$ cat src/rtl/alu_op_sequencer_if.sv
// Result handshake between the ALU op sequencer and its consumer.
// Carries one {opcode, result} pair per valid/ready transfer.
interface alu_op_sequencer_if;
  logic       res_valid;
  logic       res_ready;
  logic [3:0] res_opr;
  logic [3:0] res_data;

  modport master (
    output res_valid,
    output res_opr,
    output res_data,
    input  res_ready
  );

  modport slave (
    input  res_valid,
    input  res_opr,
    input  res_data,
    output res_ready
  );
endinterface

$ cat src/rtl/alu_op_sequencer.sv
// Sweeps an opcode range through a combinational 4-bit ALU and
// returns each captured {opcode, result} over a valid/ready link.
module alu_op_sequencer #(
  parameter int unsigned SETTLE    = 1,
  parameter logic [15:0] SKIP_MASK = 16'h0C00
) (
  input  logic                       clk,
  input  logic                       rst_n,
  input  logic                       start,
  input  logic                       abort,
  input  logic [3:0]                 a_in,
  input  logic [3:0]                 b_in,
  input  logic [3:0]                 op_first,
  input  logic [3:0]                 op_last,
  output logic [3:0]                 alu_opr,
  output logic [3:0]                 alu_a,
  output logic [3:0]                 alu_b,
  input  logic [3:0]                 alu_o,
  alu_op_sequencer_if.master         res,
  output logic                       busy,
  output logic                       done,
  output logic                       cfg_err
);

  typedef enum logic [1:0] {
    IDLE,
    DRIVE,
    PRESENT,
    FINISH
  } state_t;

  localparam logic [3:0] CMAX = 4'(SETTLE - 1);

  state_t     state, state_nxt;
  logic [3:0] cnt, cnt_nxt;
  logic [3:0] last, last_nxt;
  logic [3:0] opr_nxt, a_nxt, b_nxt;
  logic [3:0] ropr, ropr_nxt;
  logic [3:0] rdata, rdata_nxt;
  logic       valid, valid_nxt;
  logic       busy_nxt, done_nxt, err_nxt;
  logic [4:0] first_hit, next_hit;

  // {found, opcode}: lowest unmasked opcode in [from, lim]
  function automatic logic [4:0] seek(
    input logic [4:0] from,
    input logic [3:0] lim
  );
    logic [4:0] r;
    r = '0;
    for (int k = 15; k >= 0; k--) begin
      if (5'(k) >= from && 4'(k) <= lim &&
          !SKIP_MASK[4'(k)])
        r = {1'b1, 4'(k)};
    end
    return r;
  endfunction

  assign first_hit = seek({1'b0, op_first}, op_last);
  assign next_hit  = seek({1'b0, alu_opr} + 5'd1, last);

  always_comb begin
    state_nxt = state;
    cnt_nxt   = cnt;
    last_nxt  = last;
    opr_nxt   = alu_opr;
    a_nxt     = alu_a;
    b_nxt     = alu_b;
    ropr_nxt  = ropr;
    rdata_nxt = rdata;
    valid_nxt = valid;
    busy_nxt  = busy;
    done_nxt  = 1'b0;
    err_nxt   = 1'b0;
    unique case (state)
      IDLE: begin
        if (start && !abort) begin
          last_nxt = op_last;
          if (!first_hit[4]) begin
            err_nxt  = 1'b1;
            done_nxt = 1'b1;
          end else begin
            opr_nxt   = first_hit[3:0];
            a_nxt     = a_in;
            b_nxt     = b_in;
            busy_nxt  = 1'b1;
            cnt_nxt   = '0;
            state_nxt = DRIVE;
          end
        end
      end
      DRIVE: begin
        if (cnt == CMAX) begin
          ropr_nxt  = alu_opr;
          rdata_nxt = alu_o;
          valid_nxt = 1'b1;
          state_nxt = PRESENT;
        end else begin
          cnt_nxt = cnt + 4'd1;
        end
      end
      PRESENT: begin
        if (res.res_ready) begin
          valid_nxt = 1'b0;
          if (next_hit[4]) begin
            opr_nxt   = next_hit[3:0];
            cnt_nxt   = '0;
            state_nxt = DRIVE;
          end else begin
            busy_nxt  = 1'b0;
            done_nxt  = 1'b1;
            state_nxt = FINISH;
          end
        end
      end
      FINISH: begin
        state_nxt = IDLE;
      end
    endcase
    // abort drops the sweep but leaves the ALU inputs where they were
    if (abort && busy) begin
      state_nxt = IDLE;
      opr_nxt   = alu_opr;
      valid_nxt = 1'b0;
      busy_nxt  = 1'b0;
      done_nxt  = 1'b0;
    end
  end

  always_ff @(posedge clk) begin
    if (!rst_n) begin
      state   <= IDLE;
      cnt     <= '0;
      last    <= '0;
      alu_opr <= '0;
      alu_a   <= '0;
      alu_b   <= '0;
      ropr    <= '0;
      rdata   <= '0;
      valid   <= 1'b0;
      busy    <= 1'b0;
      done    <= 1'b0;
      cfg_err <= 1'b0;
    end else begin
      state   <= state_nxt;
      cnt     <= cnt_nxt;
      last    <= last_nxt;
      alu_opr <= opr_nxt;
      alu_a   <= a_nxt;
      alu_b   <= b_nxt;
      ropr    <= ropr_nxt;
      rdata   <= rdata_nxt;
      valid   <= valid_nxt;
      busy    <= busy_nxt;
      done    <= done_nxt;
      cfg_err <= err_nxt;
    end
  end

  assign res.res_valid = valid;
  assign res.res_opr   = ropr;
  assign res.res_data  = rdata;

endmodule
$ cat src/flat_wrapper.sv
// flat-port wrapper written by rule: the top's interface ports become plain ports
module alu_op_sequencer_flat 
#(
  parameter int unsigned SETTLE    = 1,
  parameter logic [15:0] SKIP_MASK = 16'h0C00
)
  (clk, rst_n, start, abort, a_in, b_in, op_first, op_last, alu_opr, alu_a, alu_b, alu_o, busy, done, cfg_err, res_res_valid, res_res_opr, res_res_data, res_res_ready);
  alu_op_sequencer_if res_i ();
  input  logic clk;
  input  logic rst_n;
  input  logic start;
  input  logic abort;
  input  logic [3:0] a_in;
  input  logic [3:0] b_in;
  input  logic [3:0] op_first;
  input  logic [3:0] op_last;
  output logic [3:0] alu_opr;
  output logic [3:0] alu_a;
  output logic [3:0] alu_b;
  input  logic [3:0] alu_o;
  output logic busy;
  output logic done;
  output logic cfg_err;
  output wire logic [$bits(res_i.res_valid)-1:0] res_res_valid;
  output wire logic [$bits(res_i.res_opr)-1:0] res_res_opr;
  output wire logic [$bits(res_i.res_data)-1:0] res_res_data;
  input wire logic [$bits(res_i.res_ready)-1:0] res_res_ready;
  assign res_res_valid = res_i.res_valid;
  assign res_res_opr = res_i.res_opr;
  assign res_res_data = res_i.res_data;
  assign res_i.res_ready = res_res_ready;
  alu_op_sequencer #(.SETTLE(SETTLE), .SKIP_MASK(SKIP_MASK)) u_core (.clk(clk), .rst_n(rst_n), .start(start), .abort(abort), .a_in(a_in), .b_in(b_in), .op_first(op_first), .op_last(op_last), .alu_opr(alu_opr), .alu_a(alu_a), .alu_b(alu_b), .alu_o(alu_o), .res(res_i), .busy(busy), .done(done), .cfg_err(cfg_err));
endmodule
$ cat config.mk
export PLATFORM = sky130hd
export DESIGN_NAME = alu_op_sequencer_flat
export DESIGN_NICKNAME = d
export VERILOG_FILES = /design/src/rtl/alu_op_sequencer_if.sv /design/src/rtl/alu_op_sequencer.sv /design/src/flat_wrapper.sv
export SDC_FILE = /design/constraint.sdc
export NUM_CORES = 1
export LEC_CHECK = 0
export BUFFER_PORTS_ARGS = -buffer_cell sky130_fd_sc_hd__clkbuf_2
export CORE_MARGIN = 4
export CORE_UTILIZATION = 45
export DETAILED_ROUTE_END_ITERATION = 10
export PLACE_DENSITY = 0.69
export SYNTH_ARGS = -nofsm -noshare
export SYNTH_HDL_FRONTEND = slang
export SYNTH_SLANG_ARGS = --single-unit
$ cat constraint.sdc
create_clock -name clk -period 3.21 [get_ports clk]
set_input_delay 0.321 -clock clk [delete_from_list [all_inputs] [get_ports clk]]
set_output_delay 0.321 -clock clk [all_outputs]
set_load 0.02 [all_outputs]
After elaboration in Yosys (flattened, before gate mapping). Index checks and enable logic that the tools add are counted.

Register bits after elaboration: 34. Output and inout port bits: 24. Logic and storage cells: 138.

Add/subtract/negate cells: 2. Magnitude comparators: 32. Equal/unequal tests: 10. Mux-type cells: 46. Bitwise gates (word level): 2. Reductions and logical operators: 34.

Operators with widths (count): two-way mux 5 bit (16); two-way mux 4 bit (9); <= comparator 3 x 4 -> 1 bit, first input constant (8); >= comparator 3 x 5 -> 1 bit, first input constant (4); logical AND 1 bit (18); >= comparator 3 x 4 -> 1 bit, first input constant (4); <= comparator 1 x 4 -> 1 bit, first input constant (4); <= comparator 2 x 4 -> 1 bit, first input constant (4); one-hot mux 4 bit (3 select lines) (1); AND reduction 6 bit (2); >= comparator 1 x 5 -> 1 bit, first input constant (2); >= comparator 2 x 5 -> 1 bit, first input constant (2); two-way mux 1 bit (10); two-way mux 2 bit (5); >= comparator 1 x 4 -> 1 bit, first input constant (2); >= comparator 2 x 4 -> 1 bit, first input constant (2); inequality test 2 x 1 -> 1 bit, second input constant (4); one-hot mux 2 bit (4 select lines) (1); one-hot mux 4 bit (2 select lines) (1); inequality test 2 bit, second input constant (3); one-hot mux 1 bit (2 select lines) (3); AND reduction 2 bit (3); AND reduction 3 bit (2); adder 4 x 1 -> 5 bit, second input constant (1); other kinds (12) (15).

Logic depth before layout (Yosys ltp). Gate-level depths: netlist (run 1).

Depth in word-level cells: 14. Mapped depth: 8. Depth with buffers taken out: 8.

Least setup slack after synthesis (run 1). OpenSTA, ideal clock, no wires.

Kind: register to register. Start point: register u_core.alu_opr[0]. End point: register u_core.alu_opr[2]. Arrival time: 2.677 ns. Required time: 3.091 ns. Path slack: 0.415 ns. Cell stages (with the launch flop): 9. Buffers on the path: 0. Clock period less this slack: 2.795 ns. Cell sequence: dfxtp_1 -> inv_1 -> ha_1 -> or3b_4 -> or4_4 -> o2bb2ai_2 -> o31a_1 -> and2_4 -> o221a_1.

Cells in the longest elaborated chain, start to end: 14. Elaborated cells between the ends (all ways): 30. Classes of those cells: 1 x add/sub; 8 x order compare; 1 x eq/ne; 11 x mux; 9 x reduce/logical.

RTL lines: start, declared (RTL line alu_op_sequencer.sv:15) `output logic [3:0] alu_opr,`; start signal, assigned (RTL line alu_op_sequencer.sv:148) `alu_opr <= opr_nxt;`; adder 4 x 1 -> 5 bit * (RTL line alu_op_sequencer.sv:60) `assign next_hit = seek({1'b0, alu_opr} + 5'd1, last);`; >= comparator 3 x 5 -> 1 bit (RTL line alu_op_sequencer.sv:52) `if (5'(k) >= from && 4'(k) <= lim &&`; logical AND 1 bit (RTL line alu_op_sequencer.sv:52); two-way mux 5 bit (7 in series) (RTL line alu_op_sequencer.sv:52); two-way mux 5 bit * (RTL line alu_op_sequencer.sv:52); two-way mux 4 bit (RTL line alu_op_sequencer.sv:105) `if (next_hit[4]) begin`; two-way mux 4 bit (RTL line alu_op_sequencer.sv:103) `if (res.res_ready) begin`; one-hot mux 4 bit (2 select lines) (RTL line alu_op_sequencer.sv:75) `unique case (state)`.

Mark *: on every way between the ends. The rest lies on a longest branch, timed or not. The select of a mux whose other input is x is not followed. A chain may end at the register's enable or synchronous reset.

Worst setup path in the final report (run 1). Same ends and word-level chain as after synthesis.

==> summary.txt, run 1 <==
Global routing
  – Vias in the first global route: 1,698
  – First-pass GRT wire length: 7.659 mm
  – Initial antenna violation count: 0
  – Global route total overflow: 0
  – Gr usage total: 0.1777
  – Largest net degree at the start of global routing: 23

Synth
  – Syn avg cell area: 8.332 um^2
  – FFs w/ async S/R, synth: 0
  – Synth Area in Compound Gates: 0.2764
  – Mux cell area share after synthesis: 0.07249
  – Post-Synth Adder-Cell Area: 0.04401
  – Top-count cell post-synth: dfxtp_1
  – Post-synth top area share: 0.3314
  – Synth Flop Type: dfxtp_1
  – Distinct cells, synth: 58
  – Yosys Warn Count: 0
  – Number of synthesized flops with an enable pin: 0
  – Synth Area in Simple Gates: 0.2013
  – Largest area contributor in the netlist: dfxtp_1
  – Top cells by area, synth: dfxtp_1 33%, mux2i_1 7.2%, a21oi_1 6.2%, nor2_1 6.0%, ha_1 3.9%
  – Post-Synth XOR/XNOR Area: 0.004531
  – Mapped Cells: 232
  – Post-synthesis sequential area ratio: 0.3314
  – Largest family of logic cells by synthesized area: compound AO/OA/AOI/OAI gates
  – #FFs+latches synth: 32
  – Commonest cells post-synth: 32 x dfxtp_1, 31 x nor2_1, 24 x a21oi_1
  – Synthesized area: 1933 um^2

Drt
  – Via count: 1,805
  – WL/cell: 13.44 um
  – Routed WL: 4.383 mm
  – Drc violations: 0
  – Initial DRC Count: 217
  – Post-route ant nets: 0
  – Drt via density: 5.537
  – First-pass DRT Iterations: 4

Power
  – Lkg Pwr: 0.0009968 uW
  – Worst vdd ir: 0.0003763 V
  – Power Density: 443.0 nW/um^2

Timing
  – Clk_skew: 0.003375 ns
  – Final setup vio count: 0
  – Hold Vio Cnt, Final: 0
  – Max_slew headroom: 0.5332
  – Max Transition Viols Final: 0
  – Unrepaired setup endpoints after global routing: no
  – Post-route clock period utilization: 0.8945
  – Worst-Margin Slew: 0.6994 ns
  – Fin crit period: 2.871 ns
  – Final setup TNS: 0 ns
  – Maximum clock rate: 348.3 MHz

Min path
  – Hold WC Path Type: in -> reg
  – Hold path startpoint: alu_o[3]

Die
  – Die X: 73.54 um
  – Core ar.: 4086 um^2
  – Top Ports: 49
  – DIE AREA: 5408 um^2
  – Initial Util: 0.4731
  – Placement row count: 23
  – Die Y: 73.54 um

Critical path
  – Worst setup SP type: register
  – Buf/Inv on CP: 1
  – Worst EP arrival: 3.04 ns
  – Crit-path slowest cell: dfxtp_1
  – Data required time of the worst path: 3.38 ns
  – Crit. Startpoint: u_core.alu_opr[0]$_SDFFE_PN0P_
  – Setup crit end kind: register
  – Worst Path Class, Setup: reg -> reg
  – Family with the most delay on the worst path: simple AND/OR/NAND/NOR gates
  – Critical R2R Launch: u_core.alu_opr[0]$_SDFFE_PN0P_
  – Crit-path max FO: 11
  – Cell Chain, Critical Path: inv_1, ha_1, or3b_4, or4_4, o2bb2ai_2, o31a_1, and2_4, o221a_1
  – CP peak stage delay: 0.55 ns

Placed design
  – DP HPWL: 3.382 mm
  – Routability congestion estimate: 0.8495
  – PortBufs: 46
  – Placed cells: 318

Layout
  – Final net count: 306
  – Final std cells w/o fill: 326
  – Layout area overhead: 16.12%
  – Fillers: 406
  – Share of cells above drive strength 1: 0.2391
  – Ant. Diodes: 0

Clock network
  – Post-CTS Resized: 0
  – Clk root buf: clkbuf_8
  – Sink Count: 32
  – CTS tree: yes
  – Clock-pin transition on the worst setup and hold timing paths: 0.06 ns
  – Worst-Skew Late Latency: 0.28 ns
  – Post-CTS Hold Buffers: 0
  – H-tree Lvls: 2
  – Clk buf depth: 2
  – Post-CTS Setup Bufs: 0
  – TritonCTS Buffers: 5

Run
  – # Max-Cap Violations: 0

Outcome
  – Status: complete, no violations
-- placed cells by master (no fill, tap or decap), types with 4 or more instances in the layout --
master    instances
a211oi_1          4
a21oi_1          24
clkbuf_2         46
clkbuf_8          6
dfxtp_1          32
ha_1              6
inv_1            11
mux2i_1          14
nand2_1          16
nand3_1           5
nor2_1           31
nor2b_1           5
nor3_1            6
o21ai_0           9
-- tightest hold or removal path, cell delays in order --
cell	delay (ns)
clkbuf_2	0.07
mux2i_1	0.05
nor2_1	0.07
-- cell type report --
type,instances,area (um^2),area share
Multi-Input combinational cell,177,1165,0.5190
Sequential cell,32,640.6,0.2854
Timing Repair Buffer,48,245.2,0.1093
Clock buffer,8,90.09,0.04013
Tap cell,50,62.56,0.02787
Inverter,11,41.29,0.01839
-- sequential cells by signal (all words and copies together), names as in the netlist, 2 cells and up --
| name | count |
|---|---|
| u_core.alu_a | 4 |
| u_core.alu_b | 4 |
| u_core.cnt | 4 |
| u_core.last | 4 |
| u_core.res.res_data | 4 |
| u_core.alu_opr | 3 |
| u_core.res.res_opr | 3 |
| u_core.state | 2 |
-- metrics by stage --
stage	instance area, um^2	setup WS (ns)	power (uW)	utilization	hold WS [ns]
6_report	2245	0.3386	994.3	0.5493	0.2756
5_1_grt	2245	0.1673	1058	0.5493	0.2708
4_1_cts	2245	0.3324	1004	0.5493	0.2728
3_5_place_dp	2155	0.3527	690.0	0.5273	0.4533
3_3_place_gp	2155	0.4334	686.1	0.5273	0.4460
2_1_floorplan	1937	0.4148	628.5	-	0.4449
-- path summary, 6_finish.rpt --
| path | cells past startpoint | slack, ns | endpoint |
|---|---|---|---|
| setup / recovery | 8 | 0.34 | u_core.alu_opr[2]$_SDFFE_PN0P_ |
| hold / removal | 3 | 0.28 | u_core.res.res_data[3]$_SDFFE_PN0P_ |
| setup reg to reg | 8 | 0.34 | u_core.alu_opr[2]$_SDFFE_PN0P_ |
| hold reg to reg | 2 | 0.46 | u_core.res.res_valid$_SDFFE_PP0P_ |
-- power by group --
| part | switching, uW | internal (uW) |
|---|---|---|
| Clock | 138 | 175 |
| Combinational | 142 | 99.9 |
| Sequential | 22.8 | 416 |
-- layer usage --
layer | track usage | vias to the layer above | part of all wire
met3 | 0.04925 | 6 | 0.069
met1 | 0.2389 | 821 | 0.44
li1 | - | 923 | -
met2 | 0.2815 | 55 | 0.48
met5 | 0 | - | 0
met4 | 0.04225 | 0 | 0.0091
-- kinds of logic (layout without fill, tap and decap cells) --
group	count (synthesis)	after routing
simple gates	79	79
compound gates	74	74
flops	32	32
buf+inv	24	67
mux	14	14
fa+ha+maj	7	7
other cells	1	2
xor+xnor	1	1
Note: power is estimated with default switching activity, not from simulation.
==> inputs of run 2 (changes only) <==
--- a/config.mk
+++ b/config.mk
@@ -5,11 +5,13 @@
 export SDC_FILE = /design/constraint.sdc
 export NUM_CORES = 1
 export LEC_CHECK = 0
+export ABC_AREA = 1
 export BUFFER_PORTS_ARGS = -buffer_cell sky130_fd_sc_hd__clkbuf_2
 export CORE_MARGIN = 4
 export CORE_UTILIZATION = 45
 export DETAILED_ROUTE_END_ITERATION = 10
-export PLACE_DENSITY = 0.69
+export PLACE_DENSITY = 0.7
+export REMOVE_ABC_BUFFERS = 1
 export SYNTH_ARGS = -nofsm -noshare
 export SYNTH_HDL_FRONTEND = slang
 export SYNTH_SLANG_ARGS = --single-unit
==> run 2 against run 1 <==
Net effect:
- sequential power is 3% higher
- worst hold slack got worse by 0.014 ns
- total power is 13% higher
- highest routed layer unchanged
- clock power increased by 23%
- final cell count is 23% higher
- first-iteration DRC count is 65% lower
- register-to-register slack gained 0.67 ns
- core utilization up 1.3 points
- non-clock buffer count fell by 2
- setup slack gained 0.67 ns
- clock skew increased by 0.0058 ns
==> summary.txt, run 2 <==
Layout
  – Register area: 640.6 um^2 (unchanged)
  – Area occupied by multi-input gates: 1084 um^2 (was 1165 um^2)
  – Ant. Diodes: 0 (unchanged)
  – Commonest non-fill, non-tap cell in the layout: nand2_1 (was clkbuf_2)
  – Final net count: 381 (was 306)
  – Fillers: 431 (was 406)
  – Share of cells above drive strength 1: 0.2108 (was 0.2391)
  – Most frequent cells in the layout: 77 x nand2_1, 57 x nor2_1, 46 x clkbuf_2 (was 46 x clkbuf_2, 32 x dfxtp_1, 31 x nor2_1)
  – Layout area overhead: 19.84% (was 16.12%)

Synth
  – Post-synth top area share: 0.3386 (was 0.3314)
  – Top cells by area, synth: dfxtp_1 34%, nand2_1 15%, nor2_1 11%, inv_1 6.9%, o21ai_0 6.3% (was dfxtp_1 33%, mux2i_1 7.2%, a21oi_1 6.2%, nor2_1 6.0%, ha_1 3.9%)
  – #FFs+latches synth: 32 (unchanged)
  – Mapped Cells: 302 (was 232)
  – Synthesized area: 1892 um^2 (was 1933 um^2)
  – Top-count cell post-synth: nand2_1 (was dfxtp_1)
  – Yosys Warn Count: 0 (unchanged)
  – Distinct cells, synth: 25 (was 58)
  – Largest area contributor in the netlist: dfxtp_1 (unchanged)
  – FFs w/ async S/R, synth: 0 (unchanged)
  – Post-synthesis sequential area ratio: 0.3386 (was 0.3314)
  – Commonest cells post-synth: 77 x nand2_1, 57 x nor2_1, 35 x inv_1 (was 32 x dfxtp_1, 31 x nor2_1, 24 x a21oi_1)
  – Synth Flop Type: dfxtp_1 (unchanged)
  – Number of synthesized flops with an enable pin: 0 (unchanged)
  – Syn avg cell area: 6.264 um^2 (was 8.332 um^2)

Drt
  – Drc violations: 0 (unchanged)
  – First-pass DRT Iterations: 4 (unchanged)
  – Post-route ant nets: 0 (unchanged)
  – Via count: 1,913 (was 1,805)
  – Routed WL: 4.211 mm (was 4.383 mm)
  – Drt via density: 4.771 (was 5.537)
  – WL/cell: 10.50 um (was 13.44 um)
  – Initial DRC Count: 76 (was 217)

Global routing
  – First-pass GRT wire length: 6.989 mm (was 7.659 mm)
  – Initial antenna violation count: 0 (unchanged)
  – Largest net degree at the start of global routing: 24 (was 23)
  – Global route total overflow: 0 (unchanged)
  – Gr usage total: 0.1655 (was 0.1777)
  – Vias in the first global route: 1,673 (was 1,698)

Critical path
  – Critical R2R Launch: u_core.alu_opr[0]$_SDFFE_PN0P_ (unchanged)
  – Crit. Startpoint: u_core.alu_opr[0]$_SDFFE_PN0P_ (unchanged)
  – Worst Path Class, Setup: reg -> reg (unchanged)
  – Worst EP arrival: 2.38 ns (was 3.04 ns)
  – Data required time of the worst path: 3.39 ns (was 3.38 ns)
  – Worst reg2reg setup slack: 1.01 ns (was 0.34 ns)
  – Worst setup SP type: register (unchanged)
  – Depth of the most critical reg-to-reg path: 13 (was 8)
  – End of the critical path: u_core.cnt[1]$_SDFFE_PN0P_ (was u_core.alu_opr[2]$_SDFFE_PN0P_)
  – Crit-path max FO: 8 (was 11)
  – Setup crit end kind: register (unchanged)
  – R2R Path End: u_core.cnt[1]$_SDFFE_PN0P_ (was u_core.alu_opr[2]$_SDFFE_PN0P_)

Die
  – Placement row count: 23 (unchanged)
  – Die Y: 72.84 um (was 73.54 um)
  – Die X: 72.84 um (was 73.54 um)
  – Initial Util: 0.4696 (was 0.4731)
  – DIE AREA: 5306 um^2 (was 5408 um^2)
  – Top Ports: 49 (unchanged)
  – Core ar.: 4029 um^2 (was 4086 um^2)

Clock network
  – Worst-Skew Late Latency: 0.29 ns (was 0.28 ns)
  – CTS tree: yes (unchanged)
  – Sink Count: 32 (unchanged)
  – Post-CTS Hold Buffers: 0 (unchanged)
  – Post-CTS Resized: 0 (unchanged)
  – Clock-pin transition on the worst setup and hold timing paths: 0.07 ns (was 0.06 ns)
  – H-tree Lvls: 2 (unchanged)
  – Clk root buf: clkbuf_8 (unchanged)
  – Post-CTS Setup Bufs: 0 (unchanged)
  – TritonCTS Buffers: 5 (unchanged)
  – Clk buf depth: 2 (unchanged)

Min path
  – Hold WC Path Type: in -> reg (unchanged)
  – Hold path startpoint: alu_o[2] (was alu_o[3])

Timing
  – Max Transition Viols Final: 0 (unchanged)
  – Fin crit period: 2.200 ns (was 2.871 ns)
  – Final setup vio count: 0 (unchanged)
  – Clk_skew: 0.009222 ns (was 0.003375 ns)
  – Maximum clock rate: 454.6 MHz (was 348.3 MHz)
  – Worst-Margin Slew: 0.6236 ns (was 0.6994 ns)
  – Unrepaired setup endpoints after global routing: no (unchanged)
  – Post-route clock period utilization: 0.6853 (was 0.8945)
  – Final setup TNS: 0 ns (unchanged)
  – Hold Vio Cnt, Final: 0 (unchanged)
  – Max_slew headroom: 0.5828 (was 0.5332)
  – Hold slack final: 0.2611 ns (was 0.2756 ns)

Power
  – Power Density: 497.1 nW/um^2 (was 443.0 nW/um^2)
  – Worst vdd ir: 0.0001494 V (was 0.0003763 V)
  – Lkg Pwr: 0.001209 uW (was 0.0009968 uW)
  – Pwr Total: 1127 uW (was 994.3 uW)

Placed design
  – DP HPWL: 3.379 mm (was 3.382 mm)
  – Routability congestion estimate: 0.8588 (was 0.8495)
  – PortBufs: 46 (unchanged)

Outcome
  – Status: complete, no violations (unchanged)

Run
  – # Max-Cap Violations: 0 (unchanged)
## run 2: changes by cell type in the layout (fill, tap and decap cells not counted), sizes merged, moves of 4 or more
cell    delta
o21ai     +14
a211oi     -6
nand3     +18
nor2b      -5
nor3       -4
nand2     +65
inv       +26
mux2i     -14
a21oi      -9
nor2      +34
## run 2: final cells by class
type                            count  share of cell area
Clock inverter                      3             0.01876
Clock buffer                        5             0.03035
Multi-Input combinational cell    228              0.4779
Timing Repair Buffer               46              0.1015
Sequential cell                    32              0.2826
Tap cell                           50             0.02759
Inverter                           37             0.06126
## run 2: cells by family after synthesis
group / count (synthesis) / synth area share
AND/OR/NAND/NOR: 174 / 0.4001
AO/OA/AOI/OAI: 45 / 0.1243
buffers and inverters: 43 / 0.09061
flip-flops: 32 / 0.3386
adder cells (fa/ha/maj): 6 / 0.03968
XOR/XNOR: 1 / 0.004630
other: 1 / 0.001982
## run 2: worst min path at each step
stage | to | slack [ns] | cells after the start
after floorplan | u_core.alu_opr[2]$_SDFFE_PN0P_ | 0.44 | 2
after global placement | u_core.res.res_valid$_SDFFE_PP0P_ | 0.45 | 2
after detailed placement | u_core.res.res_valid$_SDFFE_PP0P_ | 0.46 | 2
after CTS | u_core.res.res_data[3]$_SDFFE_PN0P_ | 0.26 | 3
after global routing | u_core.alu_a[3]$_SDFFE_PN0P_ | 0.28 | 3
final | u_core.res.res_data[2]$_SDFFE_PN0P_ | 0.26 | 3
## run 2: worst max-delay path: stages (launching register included)
cell      delay, ns
dfxtp_1        0.48
inv_1          0.15
ha_1           0.36
inv_1          0.06
nor3_1         0.19
nand3_1        0.10
nand2_1        0.12
nand3_2        0.11
nor2_4         0.18
nor2_2         0.06
nand3b_2       0.12
nand2_1        0.07
nand2_1        0.05
nor2_1         0.04
## run 2: through the flow
stage / setup WS [ns] / cell area [um^2] / instances / utilization
2_1_floorplan: 1.119 / 1863 / 297 / -
3_3_place_gp: 1.093 / 2156 / 393 / 0.5351
3_5_place_dp: 1.016 / 2156 / 393 / 0.5351
4_1_cts: 1.002 / 2267 / 401 / 0.5627
5_1_grt: 0.7390 / 2267 / 401 / 0.5627
6_report: 1.010 / 2267 / 401 / 0.5627
## run 2: routing by layer
metal	routed length, um	vias to the layer above	track usage	part of all wire
met4	68	0	0.07992	0.016
met3	256	7	0.03719	0.061
met1	1966	815	0.2083	0.47
li1	-	1044	-	-
met2	1920	47	0.2665	0.46
met5	0	-	0	0
## run 2: power breakdown
part	switching (uW)	internal (uW)	total [uW]
Combinational	189	98.9	288
Sequential	25.2	428	453
Clock	156	229	386
==> inputs of run 3 (changes only) <==
--- a/config.mk
+++ b/config.mk
@@ -10,7 +10,7 @@
 export CORE_MARGIN = 4
 export CORE_UTILIZATION = 45
 export DETAILED_ROUTE_END_ITERATION = 10
-export PLACE_DENSITY = 0.7
+export PLACE_DENSITY = 0.72
 export REMOVE_ABC_BUFFERS = 1
 export SYNTH_ARGS = -nofsm -noshare
 export SYNTH_HDL_FRONTEND = slang
==> constraint.sdc (replaced) <==
create_clock -name clk -period 1.96 [get_ports clk]
set_input_delay 0.196 -clock clk [delete_from_list [all_inputs] [get_ports clk]]
set_output_delay 0.196 -clock clk [all_outputs]
set_load 0.02 [all_outputs]
==> run 3 against run 2 <==
Net effect:
- sequential cell count is the same
- fmax grew 21%
- global-route usage is 0.14 points lower
- setup slack got worse by 0.86 ns
- register-to-register slack lost 0.86 ns
- design area is 6.7% higher
- largest cell class unchanged
- largest power group unchanged
==> summary.txt, run 3 (synthesis gave the netlist of run 2 again) <==
Global routing
  – Vias in the first global route: 1,697 (was 1,673)
  – Initial antenna violation count: 0 (unchanged)
  – Gr usage total: 0.1641 (was 0.1655)
  – First-pass GRT wire length: 7.010 mm (was 6.989 mm)
  – Global route total overflow: 0 (unchanged)
  – Largest net degree at the start of global routing: 24 (unchanged)

Clock network
  – CTS tree: yes (unchanged)
  – TritonCTS Buffers: 5 (unchanged)
  – H-tree Lvls: 2 (unchanged)
  – Clk root buf: clkbuf_8 (unchanged)
  – Clock-pin transition on the worst setup and hold timing paths: 0.07 ns (about the same)
  – Sink Count: 32 (unchanged)
  – Clk buf depth: 2 (unchanged)
  – Worst-Skew Late Latency: 0.28 ns (was 0.29 ns)

Timing
  – Post-route clock period utilization: 0.9240 (was 0.6853)
  – Final setup TNS: 0 ns (unchanged)
  – Clk_skew: 0.007850 ns (was 0.009222 ns)
  – Hold Vio Cnt, Final: 0 (unchanged)
  – Max Transition Viols Final: 0 (unchanged)
  – Fin crit period: 1.811 ns (was 2.200 ns)
  – Maximum clock rate: 552.2 MHz (was 454.6 MHz)
  – Final setup vio count: 0 (unchanged)

Placed design
  – Routability congestion estimate: 0.8522 (was 0.8588)
  – DP HPWL: 3.347 mm (was 3.379 mm)
  – PortBufs: 46 (unchanged)
  – Cell Area, Placed: 2193 um^2 (was 2156 um^2)

Critical path
  – Cell Chain, Critical Path: inv_1, ha_4, inv_1, nand2_1, nand2_2, nand3_2, nand2_2, nor2_4, nand2_4, nor2_4, nor2_2, nand3b_4, nand2_1, nand2_1, nor2_1 (was inv_1, ha_1, inv_1, nor3_1, nand3_1, nand2_1, nand3_2, nor2_4, nor2_2, nand3b_2, nand2_1, nand2_1, nor2_1)
  – Worst setup SP type: register (unchanged)
  – Buf/Inv on CP: 2 (unchanged)
  – Crit-path max FO: 4 (was 8)
  – CP most frequent cell: nand2_1 (unchanged)
  – CP peak stage delay: 0.33 ns (was 0.48 ns)
  – Family with the most delay on the worst path: simple AND/OR/NAND/NOR gates (unchanged)
  – Setup crit end kind: register (unchanged)
  – Worst Path Class, Setup: reg -> reg (unchanged)
  – Data required time of the worst path: 2.13 ns (was 3.39 ns)
  – Crit-path slowest cell: dfxtp_2 (was dfxtp_1)
  – Worst EP arrival: 1.99 ns (was 2.38 ns)

Die
  – Core ar.: 4029 um^2 (unchanged)
  – Die X: 72.84 um (unchanged)
  – DIE AREA: 5306 um^2 (unchanged)
  – Die Y: 72.84 um (unchanged)
  – Initial Util: 0.4696 (unchanged)
  – Top Ports: 49 (unchanged)
  – Placement row count: 23 (unchanged)

Drt
  – First-pass DRT Iterations: 4 (unchanged)
  – Via count: 1,970 (was 1,913)
  – Initial DRC Count: 92 (was 76)
  – Drc violations: 0 (unchanged)
  – Routed WL: 4.318 mm (was 4.211 mm)
  – Drt via density: 4.828 (was 4.771)
  – Post-route ant nets: 0 (unchanged)
  – WL/cell: 10.58 um (was 10.50 um)

Outcome
  – Status: complete, no violations (unchanged)

Layout
  – Layout area overhead: 27.91% (was 19.84%)
  – Fillers: 376 (was 431)
  – Design area: 2420 um^2 (was 2267 um^2)
  – Ant. Diodes: 0 (unchanged)
  – Most frequent cells in the layout: 73 x nand2_1, 51 x nor2_1, 46 x clkbuf_2 (was 77 x nand2_1, 57 x nor2_1, 46 x clkbuf_2)
  – Final net count: 388 (was 381)
  – Commonest non-fill, non-tap cell in the layout: nand2_1 (unchanged)
  – Share of cells above drive strength 1: 0.2793 (was 0.2108)

Power
  – Worst vdd ir: 0.0002314 V (was 0.0001494 V)
  – Pwr Total: 1927 uW (was 1127 uW)
  – Lkg Pwr: 0.001259 uW (was 0.001209 uW)
  – Power Density: 796.5 nW/um^2 (was 497.1 nW/um^2)

Min path
  – Hold WC Path Type: in -> reg (unchanged)

Run
  – # Max-Cap Violations: 0 (unchanged)
## run 3: changes by cell type in the layout (fill, tap and decap cells not counted), moves of 4 or more
| cell | previous run | this run |
|---|---|---|
| buf_4 | 0 | 6 |
| nand2_1 | 77 | 73 |
| nor2_1 | 57 | 51 |
| nor2_2 | 5 | 9 |
## run 3: worst reg2reg max path: cells and delay by family, from the launching register on
kind,cells,cell delay [ns]
flops,1,0.33
buf+inv,2,0.12
fa+ha+maj,1,0.28
simple gates,12,0.98
## run 3: power breakdown
part	total [uW]	leakage, uW	switching, uW	internal, uW
Sequential	736	0.000262	34.5	702
Clock	625	0.0000541	249	376
Combinational	566	0.000942	358	208
## run 3: per-layer routing
layer,up-vias,share of wire,track usage
li1,1057,-,-
met1,855,0.47,0.2202
met2,52,0.46,0.2675
met3,6,0.060,0.03030
met4,0,0.013,0.04918
met5,-,0,0
## run 3: final timing paths
check	depth (start not counted)	slack, ns	end	startpoint
max	15	0.15	u_core.cnt[1]$_SDFFE_PN0P_	u_core.alu_opr[1]$_SDFFE_PN0P_
min	3	0.13	u_core.res.res_data[2]$_SDFFE_PN0P_	alu_o[2]
max reg2reg	15	0.15	u_core.cnt[1]$_SDFFE_PN0P_	u_core.alu_opr[1]$_SDFFE_PN0P_
min reg2reg	2	0.47	u_core.res.res_valid$_SDFFE_PP0P_	u_core.res.res_valid$_SDFFE_PP0P_
## run 3: stage by stage
step           cells  worst slack [ns]    util  hold WS [ns]
2_1_floorplan    297           -0.1311       -        0.3165
3_3_place_gp     398           0.03902  0.5444        0.4237
3_5_place_dp     398           0.01702  0.5444        0.4256
4_1_cts          406         0.0007196  0.5721        0.1293
5_1_grt          408         -0.008197  0.6006        0.1629
6_report         408            0.1490  0.6006        0.1331
## run 3: repair_timing
item                                   4_1_cts  5_1_grt
setup endpoints to repair                    0       10
setup buffers                                0        2
gates resized for setup                      0       27
endpoints found under the hold margin        0        0
hold buffers                                 0        0
## run 3: area by class of cell
class	count	area, um^2	area share
clock buffer	5	68.82	0.02844
multi-input combinational	228	1177	0.4866
inverter	37	138.9	0.05739
timing repair buffer	53	286.5	0.1184
tap	50	62.56	0.02585
clock inverter	3	42.54	0.01758
sequential	32	643.1	0.2658
